===== src/rtl/fc_pkg.sv =====
// fc_pkg: shared state encoding, datapath defaults and weight-bank bases for the FC MAC stage
package fc_pkg;
    localparam int FC_DATA_W  = 8;
    localparam int FC_ACC_W   = 24;
    localparam int FC_LEN     = 192;
    localparam int FC_W0_BASE = 0;
    localparam int FC_W1_BASE = 192;
    typedef enum logic [1:0] {IDLE, ACCUM, HOLD} fc_state_t;
endpackage


===== src/rtl/fc_mac_lane.sv =====
// fc_mac_lane: one signed multiply-accumulate lane with clear/enable; saturating when FC_MAC_SAT_EN is defined
module fc_mac_lane
    import fc_pkg::*;
#(
    parameter int DATA_W = FC_DATA_W,
    parameter int ACC_W  = FC_ACC_W
) (
    input  logic                     clk,
    input  logic                     reset_n,
    input  logic                     clr,
    input  logic                     en,
    input  logic signed [DATA_W-1:0] feat,
    input  logic signed [DATA_W-1:0] w,
    output logic signed [ACC_W-1:0]  acc
`ifdef FC_MAC_SAT_EN
    ,
    output logic                     clip
`endif
);
    logic signed [2*DATA_W-1:0] prod;
    logic signed [ACC_W-1:0]    nxt;
    assign prod = feat * w;
`ifdef FC_MAC_SAT_EN
    localparam logic signed [ACC_W:0] MAX = {2'b00, {(ACC_W-1){1'b1}}};
    localparam logic signed [ACC_W:0] MIN = {2'b11, {(ACC_W-1){1'b0}}};
    logic signed [ACC_W:0] sum;
    logic hi, lo;
    assign sum  = (ACC_W+1)'(acc) + (ACC_W+1)'(prod);
    assign hi   = sum > MAX;
    assign lo   = sum < MIN;
    assign clip = en && (hi || lo);
    assign nxt  = hi ? MAX[ACC_W-1:0] : lo ? MIN[ACC_W-1:0] : sum[ACC_W-1:0];
`else
    assign nxt = acc + ACC_W'(prod);
`endif
    // accumulator: clear on start, add product on each accepted beat
    always_ff @(posedge clk or negedge reset_n) begin
        if (!reset_n)
            acc <= '0;
        else if (clr)
            acc <= '0;
        else if (en)
            acc <= nxt;
    end
endmodule


===== src/rtl/fc_mac_accum.sv =====
// fc_mac_accum: dual-lane FC dot-product accumulator with valid/ready result handshake (option: FC_MAC_SAT_EN)
module fc_mac_accum
    import fc_pkg::*;
#(
    parameter int DATA_W = FC_DATA_W,
    parameter int ACC_W  = FC_ACC_W,
    parameter int LEN    = FC_LEN,
    parameter int CNT_W  = (LEN > 1) ? $clog2(LEN) : 1
) (
    input  logic                     clk,
    input  logic                     reset_n,
    input  logic                     start,
    input  logic                     in_valid,
    input  logic signed [DATA_W-1:0] feat,
    input  logic signed [DATA_W-1:0] w0,
    input  logic signed [DATA_W-1:0] w1,
    output logic                     in_ready,
    output logic                     out_valid,
    input  logic                     out_ready,
    output logic signed [ACC_W-1:0]  acc0,
    output logic signed [ACC_W-1:0]  acc1,
    output logic                     busy,
    output logic [CNT_W-1:0]         beat_cnt
`ifdef FC_MAC_SAT_EN
    ,
    output logic                     sat_flag
`endif
);
    fc_state_t state, state_nxt;
    logic clr, en, last;
    assign clr  = (state == IDLE) && start;
    assign en   = (state == ACCUM) && in_valid;
    assign last = beat_cnt == CNT_W'(LEN - 1);
    // state register
    always_ff @(posedge clk or negedge reset_n) begin
        if (!reset_n)
            state <= IDLE;
        else
            state <= state_nxt;
    end
    // next state: start only counts in IDLE, final beat enters HOLD, handshake returns to IDLE
    always_comb begin
        state_nxt = (state == IDLE)  ? (start ? ACCUM : IDLE) :
                    (state == ACCUM) ? ((en && last) ? HOLD : ACCUM) :
                                       (out_ready ? IDLE : HOLD);
    end
    // outputs decoded from the state register only
    always_comb begin
        in_ready  = state == ACCUM;
        out_valid = state == HOLD;
        busy      = state != IDLE;
    end
    // beat counter wraps to zero on the final beat
    always_ff @(posedge clk or negedge reset_n) begin
        if (!reset_n)
            beat_cnt <= '0;
        else if (clr)
            beat_cnt <= '0;
        else if (en)
            beat_cnt <= last ? '0 : beat_cnt + 1'b1;
    end
`ifdef FC_MAC_SAT_EN
    logic clip0, clip1;
    // sticky saturation flag, cleared by start
    always_ff @(posedge clk or negedge reset_n) begin
        if (!reset_n)
            sat_flag <= 1'b0;
        else if (clr)
            sat_flag <= 1'b0;
        else if (clip0 || clip1)
            sat_flag <= 1'b1;
    end
`endif
    fc_mac_lane #(.DATA_W(DATA_W), .ACC_W(ACC_W)) u_lane0 (
        .clk(clk), .reset_n(reset_n), .clr(clr), .en(en), .feat(feat), .w(w0), .acc(acc0)
`ifdef FC_MAC_SAT_EN
        , .clip(clip0)
`endif
    );
    fc_mac_lane #(.DATA_W(DATA_W), .ACC_W(ACC_W)) u_lane1 (
        .clk(clk), .reset_n(reset_n), .clr(clr), .en(en), .feat(feat), .w(w1), .acc(acc1)
`ifdef FC_MAC_SAT_EN
        , .clip(clip1)
`endif
    );
endmodule

===== config.mk =====
export PLATFORM = sky130hd
export DESIGN_NAME = fc_mac_accum
export DESIGN_NICKNAME = d
export VERILOG_FILES = /design/src/rtl/fc_pkg.sv /design/src/rtl/fc_mac_lane.sv /design/src/rtl/fc_mac_accum.sv
export SDC_FILE = /design/constraint.sdc
export NUM_CORES = 1
export LEC_CHECK = 0
export CORE_ASPECT_RATIO = 1.75
export CORE_MARGIN = 2
export CORE_UTILIZATION = 50
export DETAILED_ROUTE_END_ITERATION = 6
export PLACE_DENSITY_LB_ADDON = 0.05
export SYNTH_ARGS = -nofsm -noshare
export SYNTH_HDL_FRONTEND = slang
export SYNTH_HIERARCHICAL = 1
export SYNTH_SLANG_ARGS = --single-unit

===== constraint.sdc =====
create_clock -name clk -period 4.51 [get_ports clk]
set_input_delay 1.1275 -clock clk [delete_from_list [all_inputs] [get_ports clk]]
set_output_delay 1.1275 -clock clk [all_outputs]
set_load 0.02 [all_outputs]

== Yosys cells after proc, flatten, opt, wreduce, memory -nomap -nowiden ==
Cells that the tools add are included.

* Bits in registers: 58
* Input bits: 29
* Output and inout port bits: 59

* Add/sub/neg operators: 3
* Multipliers: 2
* Equal/unequal tests: 3
* Muxes and demuxes: 12
* Reduce and logical (&&, ||, !) cells: 6

{| class="wikitable"
|+ Operators by type and width
! cell !! count
|-
| 24-bit two-way mux || 4
|-
| 24-bit by 16-bit adder with 24-bit output || 2
|-
| 8-bit by 8-bit multiplier with 16-bit output || 2
|-
| 8-bit two-way mux || 3
|-
| 8-bit by 1-bit adder with 8-bit output, second input constant || 1
|-
| 8-bit equality test, second input constant || 1
|-
| 2-bit two-way mux || 4
|-
| 2-bit nonzero test || 2
|-
| 1-bit logical AND || 3
|-
| 2-bit by 1-bit equality test with 1-bit output, second input constant || 1
|-
| 2-bit equality test, second input constant || 1
|-
| 2-bit logical NOT || 1
|-
| 1-bit two-way mux || 1
|}

== Depth between registers and ports, before layout ==
* Depth after elaboration: 6
* Depth in mapped cells: 20

== Modules after synthesis ==
Netlist, hierarchy kept.

{| class="wikitable"
|+ By module, submodules not included
! module !! instances !! cells each !! area an instance (sq um)
|-
| fc_mac_lane (u_lane0) || 1 || 520 || 5228.8
|-
| fc_mac_lane (u_lane1) || 1 || 525 || 5190.0
|-
| fc_mac_accum || 1 || 56 || 553.0
|}

== Least setup slack after synthesis ==
Ideal clock, no wire load.

* Path kind: input port to flip-flop
* Start point: in w0[1]
* End point: reg u_lane0.acc[23]
* Arrival: 6.023 ns
* Required time: 4.416 ns
* Slack: -1.607 ns
* Cell stages on the path: 15
* Cell sequence: clkbuf_1 and2_1 fa_1 fa_1 fa_1 fa_1 ha_1 ha_1 a21o_2 a21oi_2 a21oi_1 o31ai_1 a32oi_1 xnor2_1 a211oi_1

* Word-level cells in the longest chain between the ends: 4

{| class="wikitable"
|+ Ends and longest elaborated chain
! item !! RTL line !! RTL
|-
| from (decl) || fc_mac_accum.sv:15 || <nowiki>input logic signed [DATA_W-1:0] w0,</nowiki>
|-
| 8-bit by 8-bit multiplier with 16-bit output || fc_mac_lane.sv:22 || <nowiki>assign prod = feat * w;</nowiki>
|-
| 24-bit by 16-bit adder with 24-bit output || fc_mac_lane.sv:34 || <nowiki>assign nxt = acc + ACC_W'(prod);</nowiki>
|-
| 24-bit two-way mux || fc_mac_lane.sv:42 || <nowiki>else if (en)</nowiki>
|-
| 24-bit two-way mux || fc_mac_lane.sv:40 || <nowiki>else if (clr)</nowiki>
|-
| to (signal assigned) || fc_mac_lane.sv:43 || <nowiki>acc <= nxt;</nowiki>
|-
| to (decl) || fc_mac_lane.sv:14 || <nowiki>output logic signed [ACC_W-1:0] acc</nowiki>
|}

No other way between the ends. The select of a mux whose other input is x is not followed.
A chain may end at the register's enable or synchronous reset.

== Worst setup path after layout ==
* Start point: in feat[7]
* End point: reg u_lane1.acc[13]

* Word-level cells in the longest chain between the ends: 4

{| class="wikitable"
|+ Ends and longest elaborated chain
! item !! RTL line !! RTL
|-
| from (decl) || fc_mac_accum.sv:14 || <nowiki>input logic signed [DATA_W-1:0] feat,</nowiki>
|-
| 8-bit by 8-bit multiplier with 16-bit output || fc_mac_lane.sv:22 ||
|-
| 24-bit by 16-bit adder with 24-bit output || fc_mac_lane.sv:34 ||
|-
| 24-bit two-way mux || fc_mac_lane.sv:42 ||
|-
| 24-bit two-way mux || fc_mac_lane.sv:40 ||
|-
| to (signal assigned) || fc_mac_lane.sv:43 ||
|-
| to (decl) || fc_mac_lane.sv:14 ||
|}

No other way between the ends. The select of a mux whose other input is x is not followed.

==> results by group <==
Outcome
  – Status: finished with violations
  – Failing checks: negative setup slack

Synthesis
  – Post-Synth XOR/XNOR Area: 3.51%
  – Post-Syn Instances: 1101
  – Yosys warns: 6
  – #FFs+latches synth: 58
  – Post-synth EDFFs: 0
  – Mux cell area share after synthesis: 2.17%
  – Synth unique cells: 80
  – Syn nets: 1447
  – Primary FF master, synth: dfrtp_1
  – Post-Syn Area: 0.0110 mm²
  – Post-synthesis sequential area ratio: 13.2%
  – Main combinational cell family by area after synthesis: adder cells
  – Ys async rst share: 100%
  – Compound-cell area share of the yosys netlist: 8.80%
  – Adder-cell share of the synthesized area: 50.4%
  – Avg Cell Area, Syn: 9.97 µm²
  – Simple-gate area share of the yosys netlist: 13.8%

Routing
  – Initial detailed-routing violation count: 231
  – Per-cell routed wire length: 18.1 µm
  – DR vias: 8929
  – Initial DRT Pass Iterations: 7
  – DR vias/cell: 5.21
  – Routed Antenna Nets: 0
  – # DRC: 0
  – Wirelength, routed: 31000 µm

Cells and area
  – Ratio of cells with drive above 1 in the final layout: 35.8%
  – NumNets Final: 1764
  – Non-Filler Cell Area, Final: 0.0158 mm²
  – P&R area growth vs syn: 44.1%
  – Fillers: 1571
  – # diodes: 0

Floorplan
  – Die width: 116 µm
  – Num ports: 88
  – CORE AREA: 0.0215 mm²
  – Height of the die: 200 µm
  – Initial Util: 51.0%
  – Die Area: 0.0232 mm²
  – Row count: 71

Clock tree
  – CTS tree: built
  – Clk slew on worst S/H paths: 0.05 ns
  – CTS Sinks: 58
  – CTS Buffer Depth: 2
  – Clock buffer count from CTS: 9
  – Root buffer cell: clkbuf_16
  – H-Tree Depth: 3
  – Clk_lat worst skew: 0.34 ns

Timing
  – RSZ-0062 raised after global routing: yes
  – Tmin final: 5.51 ns
  – Clk_skew: 0.00676 ns
  – Setup WS post-layout: -0.998 ns
  – Slew Viols, Final: 0
  – Final setup fails: 35
  – Final Hold Fails: 0
  – Fin crit share: 122%
  – Fmax: 0.182 GHz
  – Actual slew at the worst max-slew pin: 0.954 ns
  – Slew headroom: 36.4%

Critical path
  – CP arrival: 5.79 ns
  – Maximum fanout along the worst path: 7
  – Critical path class: in -> reg
  – Crit end category: register
  – Nature of the critical path startpoint: input port
  – CP Data Required Time: 4.79 ns

Global routing
  – First-pass GRT wire length: 49000 µm
  – Pin count of the biggest net entering global routing: 37
  – Remaining Overflow, GRT: 0
  – Initial antenna violation count: 0
  – GRT Util Overall: 27.5%
  – Vias in the first global route: 9966

Place
  – Dpl hpwl: 24300 µm
  – Routability cong.: 0.936
  – Pre-CTS setup slack: -1.83 ns
  – Port bufs: 87
  – Placed instance area: 0.0139 mm²

Flow run
  – Max_cap viols: 0

Worst hold path
  – HP Class: reg -> reg
through the flow:
step | setup TNS, ns | util (%) | hold slack (ns) | cells
2_1_floorplan | -23.36 | - | 0.611 | 1101
6_report | -26.03 | 73.5 | 0.559 | 1715
5_1_grt | -30.05 | 73.5 | 0.588 | 1715
3_5_place_dp | -56.30 | 64.8 | 0.549 | 1656
4_1_cts | -26.15 | 70.2 | 0.562 | 1701
3_3_place_gp | -55.14 | 64.8 | 0.540 | 1656
flip-flops by register name, summed over array words and instances, names as in the netlist:
register,cells
beat_cnt,8
state,2
u_lane1/acc,24
u_lane0/acc,24
cells in the mapped netlist, types with 7 or more instances:
master    count  area [µm²]
mux2i_1      19         190
nand2b_1      7        43.8
xor2_1       14         123
xnor2_1      30         263
fa_1        208        4160
a211oi_1      8        60.1
nand2_1      85         319
nand3_1      11        55.1
clkbuf_1      8        30.0
a22o_1        9        78.8
ha_1        109        1360
dfrtp_1      58        1450
or3_1         7        43.8
and2_1       67         419
o21ai_0      20         100
nor2_1       73         274
o21ai_1      13        65.1
inv_1       206         773
a21oi_1      35         175
a21o_1        7        52.6
routing by layer:
layer / vias up / GRT usage [%] / part of all wire (%)
li1: 4135 / - / -
met1: 4537 / 29.3 / 35
met2: 173 / 53.9 / 58
met3: 84 / 2.32 / 2.3
met4: 0 / 11.9 / 4.9
met5: - / 0 / 0
what timing repair did:
action / 4_1_cts / 5_1_grt
setup buffers: 29 / 21
endpoints found under the setup margin: 38 / 36
pin swaps: 96 / 123
hold buffers: 0 / 0
gates resized for setup: 219 / 142
gates cloned: 2 / 0
final cells by class:
| class | instances | area (µm²) | share of cell area [%] |
|---|---|---|---|
| timing repair buffer | 324 | 2830 | 17.9 |
| clock buffer | 9 | 225 | 1.42 |
| tap | 292 | 365 | 2.31 |
| clock inverter | 7 | 125 | 0.792 |
| inverter | 209 | 798 | 5.05 |
| multi-input combinational | 816 | 10000 | 63.3 |
| sequential | 58 | 1450 | 9.18 |
cells in the final DEF (no fill, tap or decap), types with 10 or more instances in the layout:
cell type          n
inv_2             23
a21oi_4           11
and2_1            55
buf_4            195
ha_4              48
nand2_1           70
ha_1              60
xnor2_1           27
mux2i_1           19
and2_4            12
clkdlybuf4s50_1   62
a21oi_1           11
o21ai_0           10
nor2_1            68
o21ai_2           10
a21oi_2           14
dfrtp_1           58
fa_2              22
xor2_1            13
fa_1             186
buf_6             37
buf_2             13
inv_1            180
worst max-delay path, cell delays in order:
cell,delay (ns)
buf_12,0.10
buf_12,0.12
and2_4,0.16
inv_2,0.04
fa_1,0.48
inv_1,0.05
fa_1,0.49
fa_1,0.45
fa_1,0.52
fa_1,0.59
ha_4,0.23
a21o_1,0.18
a21oi_4,0.16
a21boi_4,0.12
buf_6,0.15
o21ai_4,0.14
a21oi_2,0.08
or4_4,0.52
nand3_2,0.07
cell families (layout without fill, tap and decap cells):
group           count (synthesis)  after routing
buf+inv                       227            549
simple gates                  294            294
fa+ha+maj                     317            317
mux                            23             23
xor+xnor                       44             44
compound gates                138            138
flops                          58             58
worst paths after layout:
kind	from	endpoint	slack, ns	depth (start not counted)
min	u_lane1/acc[0]$_DFFE_PN0P_	u_lane1/acc[0]$_DFFE_PN0P_	0.56	2
max	feat[7]	u_lane1/acc[13]$_DFFE_PN0P_	-1.0	19
max reg2reg	u_lane0/acc[6]$_DFFE_PN0P_	u_lane0/acc[23]$_DFFE_PN0P_	-0.28	18
min in group asynchronous	reset_n	u_lane1/acc[20]$_DFFE_PN0P_	0.93	1
min reg2reg	u_lane1/acc[0]$_DFFE_PN0P_	u_lane1/acc[0]$_DFFE_PN0P_	0.56	2
max in group asynchronous	reset_n	u_lane0/acc[7]$_DFFE_PN0P_	2.66	2
Power is left out: the tool's default activity adds up to more than one toggle a clock period on the data nets, which glitch-free logic cannot reach.
